[config.mk]
export PLATFORM = sky130hd
export DESIGN_NAME = game_phase_ctrl
export DESIGN_NICKNAME = d
export VERILOG_FILES = /design/src/rtl/game_phase_ctrl.sv
export SDC_FILE = /design/constraint.sdc
export NUM_CORES = 1
export LEC_CHECK = 0
export BUFFER_PORTS_ARGS = -buffer_cell sky130_fd_sc_hd__clkbuf_2
export CORE_MARGIN = 10
export CORE_UTILIZATION = 50
export DETAILED_ROUTE_END_ITERATION = 6
export PLACE_DENSITY = 0.68
export SLEW_MARGIN = 20
export SYNTH_ARGS = -nofsm -noshare
export SYNTH_HDL_FRONTEND = slang
export SYNTH_SLANG_ARGS = --single-unit
[constraint.sdc]
create_clock -name clk -period 2.3 [get_ports clk]
set_clock_uncertainty 0.1 [all_clocks]
set_input_delay 0.46 -clock clk [delete_from_list [all_inputs] [get_ports clk]]
set_output_delay 0.46 -clock clk [all_outputs]
set_load 0.01 [all_outputs]
[src/rtl/game_phase_ctrl.sv]
// Bunny game phase sequencer: IDLE -> seconds countdown -> timed play -> OVER.
// All outputs are registers; rst clears everything asynchronously.
module game_phase_ctrl #(
  parameter int TICK_DIV    = 50_000_000,
  parameter int COUNTDOWN_S = 3,
  parameter int PLAY_S      = 60
) (
  input  logic       clk,
  input  logic       rst,
  input  logic       gamestart,
  input  logic       pause,
  output logic [1:0] phase,
  output logic [3:0] count_digit,
  output logic [6:0] time_left,
  output logic       sec_tick,
  output logic       play_en,
  output logic       game_over
);

  localparam int PW = (TICK_DIV > 2) ? $clog2(TICK_DIV) : 1;
  localparam logic [PW-1:0] PS_LAST = PW'(TICK_DIV - 1);
  localparam logic [PW-1:0] PS_ZERO = PW'(1'b0);
  localparam logic [PW-1:0] PS_ONE  = PW'(1'b1);
  localparam logic [3:0]    CD_INIT = 4'(COUNTDOWN_S);
  localparam logic [6:0]    PL_INIT = 7'(PLAY_S);

  typedef enum logic [1:0] {
    ST_IDLE  = 2'b00,
    ST_COUNT = 2'b01,
    ST_PLAY  = 2'b10,
    ST_OVER  = 2'b11
  } state_t;

  state_t          state_r, state_s;
  logic [PW-1:0]   presc_r, presc_s;
  logic [3:0]      digit_r, digit_s;
  logic [6:0]      time_r, time_s;
  logic            sec_r, sec_s;
  logic            play_r, over_r;
  logic            run_s;
  logic            tick_s;

  // Prescaler enable: countdown always runs, play runs only while unpaused.
  always_comb begin
    run_s = 1'b0;
    case (state_r)
      ST_COUNT: run_s = 1'b1;
      ST_PLAY:  run_s = ~pause;
      default:  run_s = 1'b0;
    endcase
    tick_s = run_s & (presc_r == PS_LAST);
  end

  // Next-state, prescaler and counter update.
  always_comb begin
    state_s = state_r;
    presc_s = presc_r;
    digit_s = digit_r;
    time_s  = time_r;
    sec_s   = 1'b0;

    if (run_s) begin
      presc_s = tick_s ? PS_ZERO : (presc_r + PS_ONE);
    end else begin
      presc_s = presc_r;
    end

    if ((state_r != ST_IDLE) && !gamestart) begin
      // Abort wins over any tick in the same cycle.
      state_s = ST_IDLE;
      presc_s = PS_ZERO;
      digit_s = 4'd0;
      time_s  = 7'd0;
      sec_s   = 1'b0;
    end else begin
      case (state_r)
        ST_IDLE: begin
          presc_s = PS_ZERO;
          if (gamestart) begin
            state_s = ST_COUNT;
            digit_s = CD_INIT;
          end else begin
            state_s = ST_IDLE;
          end
        end
        ST_COUNT: begin
          if (tick_s) begin
            sec_s = 1'b1;
            if (digit_r <= 4'd1) begin
              state_s = ST_PLAY;
              presc_s = PS_ZERO;
              digit_s = 4'd0;
              time_s  = PL_INIT;
            end else begin
              digit_s = digit_r - 4'd1;
            end
          end else begin
            sec_s = 1'b0;
          end
        end
        ST_PLAY: begin
          if (tick_s) begin
            sec_s = 1'b1;
            if (time_r <= 7'd1) begin
              state_s = ST_OVER;
              presc_s = PS_ZERO;
              time_s  = 7'd0;
            end else begin
              time_s = time_r - 7'd1;
            end
          end else begin
            sec_s = 1'b0;
          end
        end
        ST_OVER: begin
          presc_s = PS_ZERO;
          time_s  = 7'd0;
        end
        default: begin
          state_s = ST_IDLE;
          presc_s = PS_ZERO;
          digit_s = 4'd0;
          time_s  = 7'd0;
        end
      endcase
    end
  end

  // State and output registers.
  always_ff @(posedge clk or posedge rst) begin
    if (rst) begin
      state_r <= ST_IDLE;
      presc_r <= PS_ZERO;
      digit_r <= 4'd0;
      time_r  <= 7'd0;
      sec_r   <= 1'b0;
      play_r  <= 1'b0;
      over_r  <= 1'b0;
    end else begin
      state_r <= state_s;
      presc_r <= presc_s;
      digit_r <= digit_s;
      time_r  <= time_s;
      sec_r   <= sec_s;
      play_r  <= (state_s == ST_PLAY);
      over_r  <= (state_s == ST_OVER);
    end
  end

  assign phase       = state_r;
  assign count_digit = digit_r;
  assign time_left   = time_r;
  assign sec_tick    = sec_r;
  assign play_en     = play_r;
  assign game_over   = over_r;

endmodule
==> impl_metrics.ini <==
[power_and_ir_drop]
leakagePower_nw = 1.25
peakVddDrop_uv = 824
powerDensity_mw_per_mm2 = 1060

[timing]
finalSetupTns_ps = 0
final_max_slew_viol_count = 0
hold_viol = 0
timing.fmax_mhz = 449
finalSetupViolations = 0
rsz0062_at_grt = yes
setup_ws_ps = 74.5
timing.final.crit_share_pct = 96.8
max-slew-margin-rel_pct = 63.8
whs_ps = 73.6
min_period_ps = 2230
tightest_slew_ps = 543

[global_route]
grt_pass1_wl_mm = 9.85
overflow = 0
track_usage_pct = 13.8
grt_max_degree = 32
grt_pass1_vias = 2053
antenna_found_initial = 0

[final_layout]
mostFrequentLayoutCell = dfrtp_1
final_cell_area_mm2 = 0.00299
fin_nets = 320
areaGrowthSynthToFinish_pct = 17.5
layout_common_cells = dfrtp_1, nor2_1, clkbuf_2, buf_4, xnor2_1
finalNonFillerCells = 374
n_antenna_cell = 0
drive_gt1_share_pct = 23.5

[yosys]
syn_inst = 268
yosys_warnings = 0
synth_cell_types = 57
ys_ff_latch = 42
yosysSeqAreaShare_pct = 41.3
netlist_area_mm2 = 0.00254
synthFlopType = dfrtp_1
synth_fp_nets = 281
synthArstFlopShare_pct = 100
synth_area_per_cell_um2 = 9.50
synth_edf_count = 0

[drt]
drt-total-wl_mm = 5.68
via_per_inst = 5.61
wl_per_cell_um = 15.2
dr.pass1.iters = 4
vias = 2097
drc_errors = 0
ant_nets = 0
drt_iter0_markers = 109

[cts]
cts_tree = yes
numCtsBuffers = 5
clockBufferDepth = 2
insertion_delay_ps = 290
cts_max_level = 2
cts.sinks = 42
clk_pin_slew_worst_paths_ps = 80
cts_root_buf = clkbuf_8

[floorplan]
num_rows = 25
die_w_um = 91.3
coreArea_mm2 = 0.00482
die-area_mm2 = 0.00834
pin_count = 20
die_h_um = 91.3
initial_core_util_pct = 52.8

[worst_setup_path]
path_buf_inv = 2
cp-end-kind = flip-flop
critPathKind = reg2reg
worst-r2r-setup-slack_ps = 70
critPathSlowestCell = dfrtp_1
cp_max_fo = 11
critPathArrivalTime_ps = 2310
path_cells = inv_1 -> ha_1 -> and4_4 -> o21ai_2 -> nor3_2 -> buf_6 -> o21a_2 -> mux2_2
start_kind = flip-flop
slowest_delay_ps = 410
cp_top_family = simple AND/OR/NAND/NOR gates
worstPathRequired_ps = 2390

[place]
place_congestion = 0.819
place_inst = 363
dp_slack_ps = 6.69
dpl.hpwl_mm = 4.08
placed_area_mm2 = 0.00284
portBuffers = 19

[outcome]
outcome = finished, final reports clean

[min_path]
hp-class = in2async

[run]
drv_cap = 0
-- through the flow --
stage                     power, mW  utilization, %
after detailed placement       2.53            58.9
after global routing           3.39            62.1
after CTS                      3.15            61.2
after global placement         2.51            58.9
final                          3.17            62.1
after floorplan                1.97               -
-- report_power, final --
part           internal, mW  switching [mW]
sequential            0.851           0.129
clock                 0.348           0.259
combinational         0.734           0.852
-- what timing repair did --
item                                    CTS  global route
hold buffers                              0             0
resized for setup                         1             5
gates cloned                              0             0
setup buffers                             0             4
endpoints found under the hold margin     0             0
endpoints found under the setup margin    2            32
-- path summary, 6_finish.rpt --
| check | end | start | cells after the start |
|---|---|---|---|
| worst max register to register | time_left[0] | phase[1] | 8 |
| worst max-delay path | time_left[0] | phase[1] | 8 |
| worst min register to register | count_digit[3] | count_digit[3] | 1 |
| min in group clk | count_digit[3] | count_digit[3] | 1 |
| worst min-delay path | phase[1] | rst | 2 |
| max in group asynchronous | phase[0] | rst | 3 |
-- cell usage after synthesis, drive strengths merged, types with 2 or more instances --
cell / instances / share of area (%)
or2: 3 / 0.74
o211ai: 4 / 1.4
nor2: 39 / 5.8
nand3: 7 / 1.4
nor4b: 2 / 1.2
o2bb2ai: 2 / 0.69
nor2b: 2 / 0.49
and4: 5 / 1.8
o21a: 5 / 1.5
or3: 5 / 1.2
nand4: 4 / 0.98
dfrtp: 42 / 41
nor4: 5 / 1.7
o21bai: 2 / 0.59
inv: 12 / 1.8
or4: 4 / 1.3
nand2: 16 / 2.4
a21oi: 7 / 1.4
o21ai: 11 / 2.3
and3: 4 / 0.98
buf: 8 / 1.9
and2: 4 / 0.98
xnor2: 18 / 6.2
xor2: 3 / 1.0
o2111ai: 2 / 0.69
nand3b: 2 / 0.59
a22o: 5 / 1.7
nor3: 8 / 1.8
ha: 9 / 4.4
mux2: 5 / 2.2
o221ai: 6 / 2.1
o31ai: 2 / 0.59
-- layout make-up --
| class | instances | area [µm²] |
|---|---|---|
| clock buffer | 6 | 82.6 |
| clock inverter | 1 | 30.0 |
| fill | 445 | 1830 |
| inverter | 12 | 45.0 |
| multi-input combinational | 205 | 1410 |
| sequential | 42 | 1050 |
| tap | 67 | 83.8 |
| timing repair buffer | 41 | 289 |
-- cell families after synthesis --
logic type	count (synthesis)	share of synthesized area, %
AOI/OAI and AO/OA	52	15.0
muxes	6	2.61
xor gates and xnor gates	21	7.23
DFF	42	41.3
adders and majority gates	9	4.42
and+or+nand+nor	117	25.6
buffers and inverters	21	3.83
-- registers in the layout, indices dropped and copies added, names as in the netlist --
signal	cells
count_digit	4
game_over	1
phase	2
play_en	1
presc_r	26
sec_tick	1
time_left	7
-- routing by layer --
metal / up-vias / GRT usage, % / share of wire, %
li1: 1045 / - / -
met4: 0 / 4.83 / 1.6
met1: 1002 / 18.5 / 50
met5: - / 0 / 0
met3: 8 / 3.29 / 4.5
met2: 42 / 21.2 / 43
(Power assumes the default switching activity.)
